==> src/rtl/if_stage_pkg.sv <==
// Shared constants, IF/ID field widths and control encoding for the fetch stage.
package if_stage_pkg;

  localparam int INS_W = 32;
  localparam int PC_W  = 32;

  localparam logic [INS_W-1:0] NOP_WORD     = '0;
  localparam logic [5:0]       OP_J         = 6'b000010;
  localparam logic [PC_W-1:0]  DEF_RESET_PC = 32'h0000_3000;

  typedef enum logic [1:0] {
    IFID_LOAD,
    IFID_HOLD,
    IFID_BUBBLE
  } ifid_ctrl_e;

  // J-type target: upper nibble of the delay-slot-free pc4, word index from the instruction.
  function automatic logic [PC_W-1:0] jump_target(input logic [PC_W-1:0] pc4,
                                                   input logic [25:0]     idx);
    return {pc4[31:28], idx, 2'b00};
  endfunction

endpackage

==> src/rtl/if_stage_if_id_reg.sv <==
// IF/ID pipeline register: load a fetched word, hold it, or replace it with a bubble.
module if_id_reg
  import if_stage_pkg::*;
(
  input  logic             clk,
  input  logic             rst,
  input  ifid_ctrl_e       ctrl,
  input  logic [INS_W-1:0] ins_in,
  input  logic [PC_W-1:0]  pc4_in,
  output logic [INS_W-1:0] ins,
  output logic [PC_W-1:0]  pc4,
  output logic             valid
);

  logic [INS_W-1:0] ins_d,   ins_q;
  logic [PC_W-1:0]  pc4_d,   pc4_q;
  logic             valid_d, valid_q;

  always_comb begin
    ins_d   = ins_q;
    pc4_d   = pc4_q;
    valid_d = valid_q;
    case (ctrl)
      IFID_LOAD: begin
        ins_d   = ins_in;
        pc4_d   = pc4_in;
        valid_d = 1'b1;
      end
      IFID_BUBBLE: begin
        ins_d   = NOP_WORD;
        pc4_d   = '0;
        valid_d = 1'b0;
      end
      default: ;
    endcase
  end

  always_ff @(posedge clk) begin
    if (rst) begin
      ins_q   <= NOP_WORD;
      pc4_q   <= '0;
      valid_q <= 1'b0;
    end else begin
      ins_q   <= ins_d;
      pc4_q   <= pc4_d;
      valid_q <= valid_d;
    end
  end

  assign ins   = ins_q;
  assign pc4   = pc4_q;
  assign valid = valid_q;

endmodule

==> src/rtl/if_stage.sv <==
// Instruction fetch stage: PC register, next-PC selection and squash counting.
module if_stage
  import if_stage_pkg::*;
#(
  parameter logic [PC_W-1:0] RESET_PC = DEF_RESET_PC,
  parameter int              CNT_W    = 16
) (
  input  logic             clk,
  input  logic             rst,
  input  logic             stall,
  input  logic             jump,
  input  logic             br_taken,
  input  logic [PC_W-1:0]  br_target,
  input  logic [INS_W-1:0] imem_rdata,
  output logic [PC_W-1:0]  imem_addr,
  output logic [INS_W-1:0] if_id_ins,
  output logic [PC_W-1:0]  if_id_pc4,
  output logic             if_id_valid,
  output logic [CNT_W-1:0] squash_cnt
);

  logic [PC_W-1:0]  pc_d, pc_q;
  logic [CNT_W-1:0] squash_cnt_d, squash_cnt_q;
  logic [PC_W-1:0]  pc4;
  logic             jump_eff;
  logic             squash;
  ifid_ctrl_e       ifid_ctrl;

  assign pc4      = pc_q + 32'd4;
  assign jump_eff = jump & if_id_valid;

  // A jump seen during a stall is not lost: IF/ID holds, so it re-presents when stall drops.
  always_comb begin
    pc_d      = pc4;
    ifid_ctrl = IFID_LOAD;
    squash    = 1'b0;
    if (br_taken) begin
      pc_d      = br_target;
      ifid_ctrl = IFID_BUBBLE;
      squash    = 1'b1;
    end else if (stall) begin
      pc_d      = pc_q;
      ifid_ctrl = IFID_HOLD;
    end else if (jump_eff) begin
      pc_d      = jump_target(if_id_pc4, if_id_ins[25:0]);
      ifid_ctrl = IFID_BUBBLE;
      squash    = 1'b1;
    end
  end

  always_comb begin
    squash_cnt_d = squash_cnt_q;
    if (squash && (squash_cnt_q != {CNT_W{1'b1}}))
      squash_cnt_d = squash_cnt_q + CNT_W'(1);
  end

  always_ff @(posedge clk) begin
    if (rst) begin
      pc_q         <= RESET_PC;
      squash_cnt_q <= '0;
    end else begin
      pc_q         <= pc_d;
      squash_cnt_q <= squash_cnt_d;
    end
  end

  if_id_reg u_if_id_reg (
    .clk    (clk),
    .rst    (rst),
    .ctrl   (ifid_ctrl),
    .ins_in (imem_rdata),
    .pc4_in (pc4),
    .ins    (if_id_ins),
    .pc4    (if_id_pc4),
    .valid  (if_id_valid)
  );

  assign imem_addr  = pc_q;
  assign squash_cnt = squash_cnt_q;

endmodule
==> config.mk <==
export PLATFORM = sky130hd
export DESIGN_NAME = if_stage
export DESIGN_NICKNAME = d
export VERILOG_FILES = /design/src/rtl/if_stage_pkg.sv /design/src/rtl/if_stage_if_id_reg.sv /design/src/rtl/if_stage.sv
export SDC_FILE = /design/constraint.sdc
export NUM_CORES = 1
export LEC_CHECK = 0
export ABC_AREA = 1
export BUFFER_PORTS_ARGS = -buffer_cell sky130_fd_sc_hd__buf_2
export CELL_PAD_IN_SITES_DETAIL_PLACEMENT = 1
export CELL_PAD_IN_SITES_GLOBAL_PLACEMENT = 1
export CORE_UTILIZATION = 37
export DETAILED_ROUTE_END_ITERATION = 10
export PLACE_DENSITY_LB_ADDON = 0.1
export SLEW_MARGIN = 20
export SYNTH_ARGS = -nofsm -noshare
export SYNTH_HDL_FRONTEND = slang
export SYNTH_SLANG_ARGS = --single-unit
==> constraint.sdc <==
create_clock -name clk -period 4.2 [get_ports clk]
set_input_delay 0.84 -clock clk [delete_from_list [all_inputs] [get_ports clk]]
set_output_delay 0.84 -clock clk [all_outputs]
set_load 0.005 [all_outputs]
* Yosys cells after proc, flatten, opt, wreduce, memory -nomap -nowiden
Cells that the tools add are included.
** Word-level totals
- Register bits after elaboration :: 113
- Output and inout bits :: 113
- Input port bits :: 69
** Cells by class
- Equal/unequal tests :: 3
- Add/subtract/negate cells :: 2
- Bitwise gates (word level) :: 1
- Reduce and logical (&&, ||, !) cells :: 3
- Multiplexer cells :: 12
** Operators with widths (number)
- $pmux W32 S2 :: 2
- $mux W32 :: 3
- $add A32 B3 Y32 const B :: 1
- $add A16 B1 Y16 const B :: 1
- $ne A16 B16 Y1 const B :: 1
- $mux W2 :: 3
- $mux W1 :: 3
- $eq A2 B2 Y1 const B :: 1
- $logic_not A2 Y1 :: 1
- $ne A2 B1 Y1 const B :: 1
- $pmux W1 S2 :: 1
- $reduce_bool A2 Y1 :: 1
- $and A1 B1 Y1 :: 1
- $logic_and A1 B1 Y1 :: 1

* Logic depth before layout (Yosys ltp)
Gate-level depths: netlist of the first run.
- Depth in word-level cells :: 6
- Depth in mapped cells :: 10

* By module
From an unflattened synthesis of the first run, not the netlist that was laid out.
** Second synthesis, totals
- Cells, all modules :: 891
- Area, all modules :: 5781.8 um^2
** Modules (own cells, without submodules)
- if_stage :: instances 1, area an instance 3538.4 um^2, cells an instance 610, seq. area each 960.9 um^2
- if_id_reg :: instances 1, area an instance 2243.4 um^2, cells an instance 281, seq. area each 1301.2 um^2

* Least setup slack after synthesis of the first run
No wires, ideal clock.
- Path kind :: input to register
- From :: input stall
- To :: register squash_cnt_q[10] (netlist: squash_cnt[10])
- Arrival time :: 1.756 ns
- Required time :: 4.068 ns
- Path buffers :: 1
- Slack :: 2.311 ns
- Stages on the path :: 10
- Cells stage by stage :: inv_1 -> nor2_4 -> inv_2 -> o21ai_2 -> inv_2 -> nand2_2 -> inv_2 -> buf_2 -> nand2_1 -> a21oi_1
** Between the ends
- Word-level cells in the longest chain between the ends :: 3
** Ends and longest elaborated chain
- from (decl) :: RTL line if_stage.sv:10 : input logic stall,
- $mux W1 :: RTL line if_stage.sv:41 : end else if (stall) begin
- $mux W1 :: RTL line if_stage.sv:37 : if (br_taken) begin
- $logic_and A1 B1 Y1 :: RTL line if_stage.sv:53 : if (squash && (squash_cnt_q != {CNT_W{1'b1}}))
- to (signal assigned) :: RTL line if_stage.sv:63 : squash_cnt_q <= squash_cnt_d;
- to (decl) :: RTL line if_stage.sv:23 : logic [CNT_W-1:0] squash_cnt_d, squash_cnt_q;
No other way between the ends.
A chain may end at the register's enable or synchronous reset.

* Worst setup path in the final report of the first run
- From :: register squash_cnt_q[0] (netlist: squash_cnt[0])
- To :: register squash_cnt_q[0] (netlist: squash_cnt[0])
** Between the ends
- Word-level cells in the longest chain between the ends :: 2
- Elaborated cells on any way between the ends :: 3
** Ends and longest elaborated chain
- parallel branches: the longest is 2 deep, another holds $add A16 B1 Y16
Parallel ways; which one is timed is not known.

==> results of run 1 <==
[path summary, 6_finish.rpt]
check / endpoint / cells after the start / slack [ns]
worst max-delay path: squash_cnt[0]$_SDFFE_PP0P_ / 8 / 1.78
worst min-delay path: u_if_id_reg.ins[26]$_SDFFE_PP0P_ / 2 / 0.46
worst min register to register: u_if_id_reg.ins[26]$_SDFFE_PP0P_ / 2 / 0.46
worst max register to register: squash_cnt[0]$_SDFFE_PP0P_ / 8 / 1.78
[worst max-delay path, cell delays in order (launching register included)]
cell and delay, ns:
dfxtp_1 0.45, ha_1 0.36, nand3_1 0.21, nor3_1 0.31, nand3_1 0.17, nand2_2 0.30
inv_2 0.21, o21ai_0 0.19, a21oi_1 0.08
[logic make-up after synthesis]
group                      after synthesis  share of synthesized area, %
DFF                                    113                          39.9
and+or+nand+nor                        478                          33.9
AOI/OAI and AO/OA                      177                          16.0
xor gates and xnor gates                18                          2.78
adders and majority gates                2                         0.441
buffers and inverters                  103                          7.04
[state kept, by name (all words and copies together) (netlist names)]
register	cells
imem_addr	32
u_if_id_reg.valid	1
squash_cnt	16
u_if_id_reg.ins	32
u_if_id_reg.pc4	32
[cell usage in the layout (no fill, tap or decap), types with 2 or more instances in the layout]
cell / instances
nand2_1: 318
buf_2: 181
a21oi_1: 124
dfxtp_1: 113
nor2_1: 89
inv_1: 54
o21ai_0: 46
nand3_1: 43
clkbuf_16: 17
xor2_1: 11
or2_2: 7
xnor2_1: 7
buf_4: 6
nand4_1: 5
nor3_1: 5
clkbuf_1: 5
inv_2: 4
clkbuf_8: 4
clkinv_2: 3
nand2_2: 2
nor2_4: 2
nor2_2: 2
nand3b_1: 2
or2_1: 2
ha_1: 2
[where the power goes]
part	total [uW]	internal, uW	leakage [uW]	switching, uW
logic	332	127	0.00215	204
clock network	1370	870	0.000270	496
registers	1180	1120	0.000924	57.8
[routing by layer]
metal  vias up  global-route usage [%]  part of all wire (%)
met4         0                    6.95                   1.6
met5         -                       0                     0
met1      2927                    31.6                    46
li1       3171                       -                     -
met2       139                    44.5                    48
met3        22                    5.95                   4.3
[layout make-up]
type,instances,area [um2]
Fill cell,2057,7520
Multi-Input combinational cell,675,3010
Sequential cell,113,2260
Timing Repair Buffer,187,951
Clock buffer,26,499
Tap cell,184,230
Inverter,59,221
Clock inverter,5,52.6
[per-stage QoR]
step / utilization, % / instance area [um2] / total power (uW)
after CTS: 49.0 / 7230 / 2910
after global placement: 45.3 / 6680 / 1530
final: 49.0 / 7230 / 2880
after global routing: 49.0 / 7230 / 3000
after floorplan: - / 5670 / 1380
after detailed placement: 45.3 / 6680 / 1540
==> results by group, run 1 <==
Floorplan
  • Die X: 126 um
  • Initial core utilization: 38.4%
  • Core Footprint: 14800 um2
  • Row count: 44
  • Die area: 15800 um2
  • DIE HEIGHT: 126 um
  • Top-Level Pins: 182

Synthesis
  • Synth Flop Type: dfxtp_1
  • Post-synthesis cell area: 5670 um2
  • Top post-synthesis cells by area: dfxtp_1, nand2_1, a21oi_1
  • Sequential share of the synthesized area: 39.9%
  • Mean area per synthesized cell: 6.37 um2
  • Synth top cells by count: nand2_1, a21oi_1, dfxtp_1
  • Yosys warning count: 0
  • Most common cell in the netlist: nand2_1
  • Yosys reg bits: 113
  • Distinct cells, synth: 31
  • Syn_nets: 962
  • Largest area contributor in the netlist: dfxtp_1
  • Synth Instances: 891
  • Fraction of synthesis flops using an asynchronous set or reset pin: 0%
  • Post-synth EDFFs: 0
  • Yosys top cell area share: 39.9%

Global routing
  • First-pass GRT wire length: 32200 um
  • Largest net degree at the start of global routing: 91
  • GR Overflow Total: 0
  • Initial antenna violation count: 0
  • Total GRT Usage: 25.5%
  • Vias in the first global route: 6340

STA
  • Actual slew at the worst max-slew pin: 1.08 ns
  • Max Clock Freq: 414 MHz
  • Fin. max-slew vios: 0
  • Minimum clock period: 2.42 ns
  • Setup violators final: 0
  • RSZ-0062 raised after global routing: false
  • Worst Skew: 0.00786 ns
  • Max-slew headroom: 27.6%
  • Setup WS post-layout: 1.78 ns
  • Period utilization: 57.5%
  • Final Hold Fails: 0
  • TNS Setup: 0 ns
  • Hold slack: 0.459 ns

Route
  • Post-route ant nets: 0
  • TritonRoute pass-1 iters: 4
  • Total wire length: 19600 um
  • Vias after detailed routing: 6259
  • Detailed-route wire length per cell: 15.7 um
  • Vias per cell: 5.01
  • DRC Markers: 0
  • Starting DRC count in detailed routing: 274

Placed design
  • HPWL after DPL: 13500 um
  • Post-placement cell count: 1218
  • Pre-CTS WS: 1.46 ns
  • Gpl congestion: 0.804
  • Port buffer count: 181

Setup path
  • Critical Path Start: squash_cnt[0]$_SDFFE_PP0P_
  • R2R Path Start: squash_cnt[0]$_SDFFE_PP0P_
  • Crit. End Element: register
  • CP Class: reg2reg
  • Startpoint types: register
  • CP required: 4.49 ns
  • Crit-path max FO: 17
  • WP data arrival: 2.70 ns

Clocking
  • CTS Buf Count: 17
  • Post-CTS setup buffers: 0
  • TritonCTS clock tree: yes
  • Clock transition at path regs: 0.06 ns
  • Hold-fix buffers at CTS: 0
  • Clk buf depth: 2
  • Clock Latency Late Sink: 0.41 ns
  • PostCTS Resize Cnt: 0
  • H-tree levels: 4
  • Clock tree root buffer cell: clkbuf_16
  • Clock sinks: 113

Final layout
  • Final #Nets: 1124
  • Ant. Diodes: 0
  • Share of layout cells above drive strength 1: 21.7%
  • Finished Layout Cells: 1249
  • Area Overhead vs Synth: 27.5%

Hold path
  • Hold_sp: u_if_id_reg.ins[26]$_SDFFE_PP0P_
  • Min-delay worst type: reg2reg

Power
  • Pwr dens: 398 nW/um2
  • Max VDD drop: 0.260 mV
  • LEAKAGE: 0.00334 uW

Status
  • Outcome: completed

Job
  • Max_cap viols: 0
Power figures use the tool's default switching activity.
==> run 2: changes to the inputs <==
--- a/config.mk
+++ b/config.mk
@@ -9,7 +9,7 @@
 export BUFFER_PORTS_ARGS = -buffer_cell sky130_fd_sc_hd__buf_2
 export CELL_PAD_IN_SITES_DETAIL_PLACEMENT = 1
 export CELL_PAD_IN_SITES_GLOBAL_PLACEMENT = 1
-export CORE_UTILIZATION = 37
+export CORE_UTILIZATION = 31
 export DETAILED_ROUTE_END_ITERATION = 10
 export PLACE_DENSITY_LB_ADDON = 0.1
 export SLEW_MARGIN = 20
==> constraint.sdc (replaced) <==
create_clock -name clk -period 1.96 [get_ports clk]
set_input_delay 0.392 -clock clk [delete_from_list [all_inputs] [get_ports clk]]
set_output_delay 0.392 -clock clk [all_outputs]
set_load 0.005 [all_outputs]
==> run 2 against run 1 <==
Compared with the run above: non-clock buffer count increased by 28; wire length increased by 6.5%; register-to-register slack got worse by 1.6 ns; die area increased by 19%; sequential cell count unchanged; largest power group unchanged; total power increased by 120%; sequential share of layout area decreased by 1.5 points; core utilization decreased by 6.7 points.
==> results by group, run 2 (synthesis gave the netlist of run 1 again) <==
Setup path
  • Crit-path max FO: 4 (-13)
  • Startpoint types: register
  • Worst reg2reg path depth: 10 (+2)
  • Reg2Reg Capture Point: imem_addr[24]$_SDFFE_PP0N_
  • Crit. End Element: register
  • Setup slack, reg-to-reg: 0.20 ns (-1.59 ns)
  • CP required: 2.31 ns (-2.18 ns)
  • WP data arrival: 2.11 ns (-0.59 ns)
  • R2R Path Start: imem_addr[3]$_SDFFE_PP0N_
  • CP Class: reg2reg

Power
  • Pwr dens: 843 nW/um2 (+110%)
  • LEAKAGE: 0.00354 uW (+5.7%)
  • Max VDD drop: 0.589 mV (+130%)

STA
  • Minimum clock period: 1.76 ns (-0.653 ns)
  • Hold slack: 0.215 ns (-0.244 ns)
  • TNS Setup: 0 ns (unchanged)
  • Fin. max-slew vios: 0 (unchanged)
  • Setup violators final: 0 (unchanged)
  • Period utilization: 89.9% (+32 points)
  • Final Hold Fails: 0 (unchanged)
  • Worst Skew: 0.0106 ns (+0.00271 ns)
  • Max Clock Freq: 568 MHz (+37%)
  • Max-slew headroom: 63.0% (+35 points)
  • RSZ-0062 raised after global routing: false
  • Actual slew at the worst max-slew pin: 0.556 ns (-0.523 ns)
  • Setup WS post-layout: 0.198 ns (-1.59 ns)

Placed design
  • Port buffer count: 181 (unchanged)
  • HPWL after DPL: 14800 um (+9.5%)
  • Gpl congestion: 0.814 (+1.2%)
  • Pre-CTS WS: 0.220 ns (-1.23 ns)

Clocking
  • H-tree levels: 4 (unchanged)
  • Clock Latency Late Sink: 0.42 ns (about the same)
  • PostCTS Resize Cnt: 0 (unchanged)
  • Hold-fix buffers at CTS: 0 (unchanged)
  • Clock tree root buffer cell: clkbuf_16
  • Clk buf depth: 2 (unchanged)
  • Clock transition at path regs: 0.06 ns (about the same)
  • Clock sinks: 113 (unchanged)
  • CTS Buf Count: 17 (unchanged)
  • TritonCTS clock tree: yes
  • Post-CTS setup buffers: 0 (unchanged)

Hold path
  • WHS Endpoint: u_if_id_reg.ins[19]$_SDFFE_PP0P_
  • Hold_sp: imem_rdata[19]
  • Worst hold stages: 3 (+1)
  • Min-delay worst type: in2reg

Route
  • Starting DRC count in detailed routing: 252 (-8.0%)
  • Total wire length: 20900 um (+6.5%)
  • TritonRoute pass-1 iters: 4 (unchanged)
  • DRC Markers: 0 (unchanged)
  • Post-route ant nets: 0 (unchanged)
  • Detailed-route wire length per cell: 15.8 um (+0.57%)
  • Vias per cell: 4.82 (-3.9%)
  • Vias after detailed routing: 6371 (+1.8%)

Global routing
  • Total GRT Usage: 23.1% (-2.5 points)
  • Vias in the first global route: 6370 (+0.47%)
  • Largest net degree at the start of global routing: 91 (unchanged)
  • First-pass GRT wire length: 33100 um (+2.8%)
  • Initial antenna violation count: 0 (unchanged)
  • GR Overflow Total: 0 (unchanged)

Floorplan
  • DIE HEIGHT: 137 um (+9.1%)
  • Top-Level Pins: 182 (unchanged)
  • Core Footprint: 18000 um2 (+22%)
  • Row count: 49 (+11%)
  • Initial core utilization: 31.6% (-6.9 points)
  • Die X: 137 um (+9.1%)
  • Die area: 18800 um2 (+19%)

Final layout
  • Ant. Diodes: 0 (unchanged)
  • Share of layout cells above drive strength 1: 24.0% (+2.4 points)
  • Leading cell types in the layout, fill and taps excluded: nand2_1, buf_2, a21oi_1
  • Fillers: 2434 (+18%)
  • Commonest non-fill, non-tap cell in the layout: nand2_1
  • Area Overhead vs Synth: 34.0%
  • Final #Nets: 1152 (+2.5%)
  • Core Util, Final: 42.3% (-6.7 points)

Status
  • Outcome: completed

Job
  • Max_cap viols: 0 (unchanged)
run 2: cell count changes in the layout (fill, tap and decap cells not counted), sizes merged:
cell      change
inv           +1
clkbuf        -4
buf          +28
clkinv        +2
clkinvlp      +1
bufinv        +1
run 2: metal layers:
layer / wire length (um) / GRT usage, %
met5: 0 / 0
met4: 323 / 7.63
met3: 909 / 4.16
met2: 10200 / 40.0
met1: 9540 / 28.7
run 2: worst max path at each step:
stage / to / depth (start not counted) / slack (ns) / start
after CTS: imem_addr[20]$_SDFFE_PP0N_ / 10 / 0.21 / imem_addr[3]$_SDFFE_PP0N_
after global routing: imem_addr[24]$_SDFFE_PP0N_ / 10 / 0.03 / imem_addr[2]$_SDFFE_PP0N_
after detailed placement: imem_addr[20]$_SDFFE_PP0N_ / 11 / 0.22 / imem_addr[3]$_SDFFE_PP0N_
after floorplan: squash_cnt[10]$_SDFFE_PP0P_ / 9 / 0.21 / squash_cnt[0]$_SDFFE_PP0P_
after global placement: imem_addr[24]$_SDFFE_PP0N_ / 11 / 0.26 / imem_addr[3]$_SDFFE_PP0N_
final: imem_addr[24]$_SDFFE_PP0N_ / 10 / 0.20 / imem_addr[3]$_SDFFE_PP0N_
run 2: cell type report:
class,count,area (um2),share of cell area (%)
Inverter,59,221,2.91
Timing Repair Buffer,215,1240,16.3
Tap cell,229,287,3.77
Clock inverter,10,109,1.43
Multi-Input combinational cell,675,3010,39.6
Clock buffer,22,474,6.24
Sequential cell,113,2260,29.8
run 2: power breakdown:
part | total, uW | switching, uW | leakage, uW | internal [uW]
clock | 3100 | 1140 | 0.000286 | 1960
sequential | 2520 | 116 | 0.000924 | 2410
combinational | 784 | 466 | 0.00233 | 318
run 2: through the flow:
stage | area [um2] | instances | total power (uW)
after floorplan | 5670 | 891 | 2960
after global placement | 7020 | 1291 | 3360
after detailed placement | 7020 | 1291 | 3360
after CTS | 7600 | 1323 | 6490
after global routing | 7600 | 1323 | 6700
final | 7600 | 1323 | 6410
run 2: worst max-delay path, cell delays in order (launching register included):
cell     delay, ns
dfxtp_1       0.37
ha_1          0.20
nand2_1       0.07
nor2_2        0.11
buf_4         0.14
nand2_1       0.12
nor2_1        0.26
nand3_1       0.14
nand3_1       0.11
nand2_1       0.05
a21oi_1       0.12
